<file path="src/rtl/spi_arbiter.sv">
`default_nettype none
// ============================================================================
// Module      : spi_arbiter
// Description : Shares one SPI master engine among NREQ requesters. Grants
//               one requester at a time, latches its word and clear request,
//               pulses the engine start, follows the engine slave-select to
//               detect completion and returns the received word with a
//               one-cycle done pulse.
// Options     : SPI_ARB_FIXED_PRIO_EN - fixed priority (lowest index wins)
//               instead of round-robin.
// Revision    : 1.0 - initial release
// ============================================================================
module spi_arbiter #(
   parameter int BITS = 8,
   parameter int NREQ = 4
) (
   input  logic                 clk,
   input  logic                 rst,
   input  logic [NREQ-1:0]      req,
   input  logic [NREQ-1:0]      req_clr,
   input  logic [NREQ*BITS-1:0] req_data,
   output logic [NREQ-1:0]      gnt,
   output logic [NREQ-1:0]      done,
   output logic [BITS-1:0]      rdata,
   output logic                 busy,
   output logic                 spi_en,
   output logic                 spi_clr_ctrl,
   output logic [BITS-1:0]      spi_data2trans,
   input  logic                 spi_ss,
   input  logic [BITS-1:0]      spi_data_rec
);

   localparam int IW  = $clog2(NREQ);
   localparam int IW1 = IW + 1;

   typedef enum logic [2:0] {
      S_IDLE      = 3'd0,
      S_ISSUE     = 3'd1,
      S_WAIT_LOW  = 3'd2,
      S_WAIT_HIGH = 3'd3,
      S_CAPTURE   = 3'd4,
      S_DONE      = 3'd5
   } state_t;

   state_t          state;
   logic [IW-1:0]   sel_idx;
   logic [BITS-1:0] data_q;
   logic            clr_q;

`ifndef SPI_ARB_FIXED_PRIO_EN
   logic [IW-1:0]   ptr;
   logic [IW:0]     cand;
   logic            found;
`endif

   // The engine sees only the latched copy, so requester-side changes after
   // the grant cannot disturb a transfer in flight.
   assign spi_data2trans = data_q;
   assign spi_clr_ctrl   = clr_q;

   // Select the next winner among the currently active requests
   always_comb begin
      sel_idx = '0;
`ifdef SPI_ARB_FIXED_PRIO_EN
      // Descending scan: the last hit is the lowest set index.
      for (int i = NREQ - 1; i >= 0; i--) begin
         if (req[i]) sel_idx = IW'(i);
      end
`else
      cand  = '0;
      found = 1'b0;
      // Scan starts one past the last winner and wraps modulo NREQ; a single
      // subtraction suffices because ptr + 1 + i < 2*NREQ.
      for (int i = 0; i < NREQ; i++) begin
         cand = {1'b0, ptr} + IW1'(i + 1);
         if (cand >= IW1'(NREQ)) cand = cand - IW1'(NREQ);
         if (!found && req[cand[IW-1:0]]) begin
            sel_idx = cand[IW-1:0];
            found   = 1'b1;
         end
      end
`endif
   end

   // Transaction FSM with registered grant, start, done and result outputs
   always_ff @(posedge clk or posedge rst) begin
      if (rst) begin
         state  <= S_IDLE;
         gnt    <= '0;
         done   <= '0;
         rdata  <= '0;
         busy   <= 1'b0;
         spi_en <= 1'b0;
         data_q <= '0;
         clr_q  <= 1'b0;
`ifndef SPI_ARB_FIXED_PRIO_EN
         ptr    <= IW'(NREQ - 1);
`endif
      end else begin
         spi_en <= 1'b0;
         done   <= '0;
         case (state)
            S_IDLE: begin
               if (|req) begin
                  gnt    <= NREQ'(1) << sel_idx;
                  data_q <= req_data[sel_idx*BITS +: BITS];
                  clr_q  <= req_clr[sel_idx];
                  busy   <= 1'b1;
                  spi_en <= 1'b1;
`ifndef SPI_ARB_FIXED_PRIO_EN
                  ptr    <= sel_idx;
`endif
                  state  <= S_ISSUE;
               end
            end
            S_ISSUE: begin
               state <= S_WAIT_LOW;
            end
            S_WAIT_LOW: begin
               // Slave-select stays high through a long clear phase.
               if (!spi_ss) state <= S_WAIT_HIGH;
            end
            S_WAIT_HIGH: begin
               if (spi_ss) state <= S_CAPTURE;
            end
            S_CAPTURE: begin
               // Engine refreshes its receive register during this cycle.
               state <= S_DONE;
               rdata <= spi_data_rec;
               done  <= gnt;
            end
            S_DONE: begin
               gnt   <= '0;
               busy  <= 1'b0;
               state <= S_IDLE;
            end
            default: begin
               gnt   <= '0;
               busy  <= 1'b0;
               state <= S_IDLE;
            end
         endcase
      end
   end

endmodule
`default_nettype wire

</file>
<file path="config.mk">
export PLATFORM = sky130hd
export DESIGN_NAME = spi_arbiter
export DESIGN_NICKNAME = d
export VERILOG_FILES = /design/src/rtl/spi_arbiter.sv
export SDC_FILE = /design/constraint.sdc
export NUM_CORES = 1
export LEC_CHECK = 0
export CAP_MARGIN = 20
export CORE_MARGIN = 10
export CORE_UTILIZATION = 42
export CTS_BUF_LIST = sky130_fd_sc_hd__clkbuf_4
export CTS_CLUSTER_SIZE = 28
export DETAILED_ROUTE_END_ITERATION = 7
export MAX_ROUTING_LAYER = met4
export PLACE_DENSITY = 0.82
export SLEW_MARGIN = 30
export SYNTH_ARGS = -nofsm -noshare
export SYNTH_HDL_FRONTEND = slang
export SYNTH_SLANG_ARGS = --single-unit
</file>
<file path="constraint.sdc">
create_clock -name clk -period 2.3 [get_ports clk]
set_input_delay 0.23 -clock clk [delete_from_list [all_inputs] [get_ports clk]]
set_output_delay 0.23 -clock clk [all_outputs]
set_load 0.01 [all_outputs]
</file>
==> out/results.tsv <==
metric	value	unit
instances_no_fill	289	
antenna_cells	0	
postRouteAntennaNets	0	
worstReg2RegStart	state[2]	
hold_path.class	in2async	
cts.sinks	32	
crit_path_top_delay_cell	clkdlybuf4s50_1	
fmax	0.514	GHz
cts_resized	0	
ir_worst_vdd	0.000680	V
synthesis.area	1630	sq um
core.rowCount	22	
grt_setup_unrepaired	false	
fp.dieH	82.4	um
pre_cts_slack	0.00680	ns
setup_viol	0	
die_area	6790	sq um
period_minus_slack	1.95	ns
cts_root_buf	clkbuf_4	
cp.arrival	2.14	ns
ys_ff_latch	32	
grt_pass1_wl	7.60	mm
place_congestion	0.803	
area_growth	55.9	%
switching_share	35.6	%
vias_per_cell	5.14	
finalWorstSetupSlack	0.354	ns
synth_edf_count	0	
p_leak	1.11	nW
syn-num-nets	205	
avgSynthCellArea	10.6	sq um
ys_seq_area_share	49.2	%
pwr-share-clk	14.6	%
wl	4.77	mm
via_count	1486	
grt_max_degree	33	
finalSetupTns	0	ns
die-width	82.4	um
max_slew_margin	71.2	%
maxSlewViolCount	0	
synthFlopType	dfrtp_1	
grtUsageTotal	14.7	%
detail_route.first_pass.iterations	4	
status	complete, no violations	
p_sw	1.03	mW
fin_area	2550	sq um
post_cts.repair.setup_buffers	0	
intPower	1.86	mW
crit_path_start_kind	primary input	
yosys-top-cells-area	dfrtp_1, mux2i_1, mux2_2	
finalCritPeriodShare	84.6	%
tightest_slew	0.421	ns
critPathCaptureType	flip-flop	
drt_iter0_markers	59	
syn_inst	154	
clk_pin_slew	0.10	ns
pwr-share-seq	34.0	%
powerDensity	1130	nW/um^2
hold_violations	0	
synth_largest_area_cell	dfrtp_1	
drt-wirelength-per-cell	16.5	um
ios	78	
crit_required	2.49	ns
dp.cells	281	
io_buffers	77	
combPwrFrac	51.4	%
cpPeakStageDelay	0.53	ns
h-tree-depth	2	
path_cells	clkdlybuf4s50_1 -> inv_1 -> a22o_1 -> a211o_2 -> a2111oi_0 -> a311oi_1	
skew	0.00352	ns
critPathKind	in2reg	
yosysTopAreaCellShare	45.9	%
crit_fanout	12	
cts_tree	built	
antenna_found_initial	0	
numCtsBuffers	5	
startpoint	req[2]	
ys_warn_count	0	
nFillCells	315	
grt_pass1_vias	1559	
max_cap_viol_count	0	
clk_path_buf_depth	2	
drc_errors	0	
dpl.hpwl	3.82	mm
cts_hold_buf	0	
initial_core_util	44.0	%
placedInstanceArea	2470	sq um
fin_nets	291	
drive_above_1_share	15.4	%
async_flop_share	100	%
overflow	0	
core_area	3720	sq um
clk_latency	0.32	ns
synth.distinct_cells	38	
[sequential cells by signal, indices dropped and copies added (netlist names)]
name / cells
spi_clr_ctrl: 1
spi_en: 1
gnt: 4
busy: 1
state: 3
done: 4
spi_data2trans: 8
rdata: 8
ptr: 2
[routing by layer]
layer | track usage (%) | vias up | wire length [um]
met5 | - | - | 0
met4 | 4.93 | 0 | 56
met3 | 5.29 | 6 | 494
met2 | 22.5 | 67 | 2210
met1 | 17.6 | 684 | 2010
li1 | - | 729 | -
[through the flow]
step           hold WS (ns)  power [mW]  util, %
2_1_floorplan         0.312        1.80        -
3_3_place_gp          0.464        2.45     66.4
3_5_place_dp          0.475        2.49     66.4
4_1_cts               0.290        2.92     68.6
5_1_grt               0.329        3.11     68.6
6_report              0.293        2.88     68.6
[power groups by stage]
stage | clock network (mW) | registers, mW | logic, mW
finish | 0.421 | 0.980 | 1.48
global route | 0.458 | 1.02 | 1.63
CTS | 0.434 | 0.981 | 1.50
detailed placement | 0 | 0.990 | 1.50
global placement | 0 | 0.978 | 1.47
floorplan | 0 | 1.05 | 0.757
[cell usage in the layout (no fill, tap or decap), types with 2 or more instances in the layout]
master | netlist | routed
o21ai_0 | 4 | 4
mux2i_1 | 9 | 9
mux2_2 | 8 | 8
a31oi_1 | 2 | 2
clkdlybuf4s50_1 | 0 | 77
inv_4 | 2 | 2
nor2_1 | 18 | 18
buf_4 | 2 | 9
dfrtp_1 | 30 | 30
clkbuf_4 | 0 | 6
a221oi_1 | 7 | 7
a211oi_1 | 8 | 8
nand2b_1 | 6 | 6
dfstp_2 | 2 | 2
nand2_1 | 19 | 19
inv_1 | 5 | 5
a22o_1 | 2 | 2
and3_1 | 5 | 5
[cell type report]
class / instances / area (sq um) / area share [%]
repair buffers: 86 / 838 / 32.9
flip-flops and latches: 32 / 803 / 31.5
multi-input cells: 108 / 734 / 28.8
well taps: 48 / 60.1 / 2.36
clock buffers: 6 / 45.0 / 1.77
clock inverters: 2 / 35.0 / 1.38
inverters: 7 / 31.3 / 1.23
[critical path: cells and delay by family]
family                 cells  cell delay [ns]
AOI/OAI and AO/OA          4             1.32
buffers and inverters      2             0.59
[cells by family (layout without fill, tap and decap cells)]
group | after synthesis | after routing | share of synthesized area (%)
buffers and inverters | 14 | 101 | 5.90
DFF | 32 | 32 | 49.2
AOI/OAI and AO/OA | 34 | 34 | 17.2
muxes | 17 | 17 | 11.0
and+or+nand+nor | 57 | 57 | 16.8
[synthesized netlist by cell type, types with 4 or more instances]
| cell | count |
|---|---|
| mux2i_1 | 9 |
| and3_1 | 5 |
| dfrtp_1 | 30 |
| a221oi_1 | 7 |
| buf_6 | 4 |
| nand2_1 | 19 |
| mux2_2 | 8 |
| nand2b_1 | 6 |
| a211oi_1 | 8 |
| o21ai_0 | 4 |
| inv_1 | 5 |
| nor2_1 | 18 |
[final timing paths]
check	slack, ns	endpoint	cells past startpoint
min	0.29	rdata[6]	3
min reg2reg	0.49	busy	2
max reg2reg	0.35	spi_data2trans[6]	5
max in group asynchronous	1.68	ptr[0]	3
max	0.35	spi_data2trans[3]	6
min in group clk	0.49	busy	2
No activity file was read; power rests on OpenSTA's default activity.
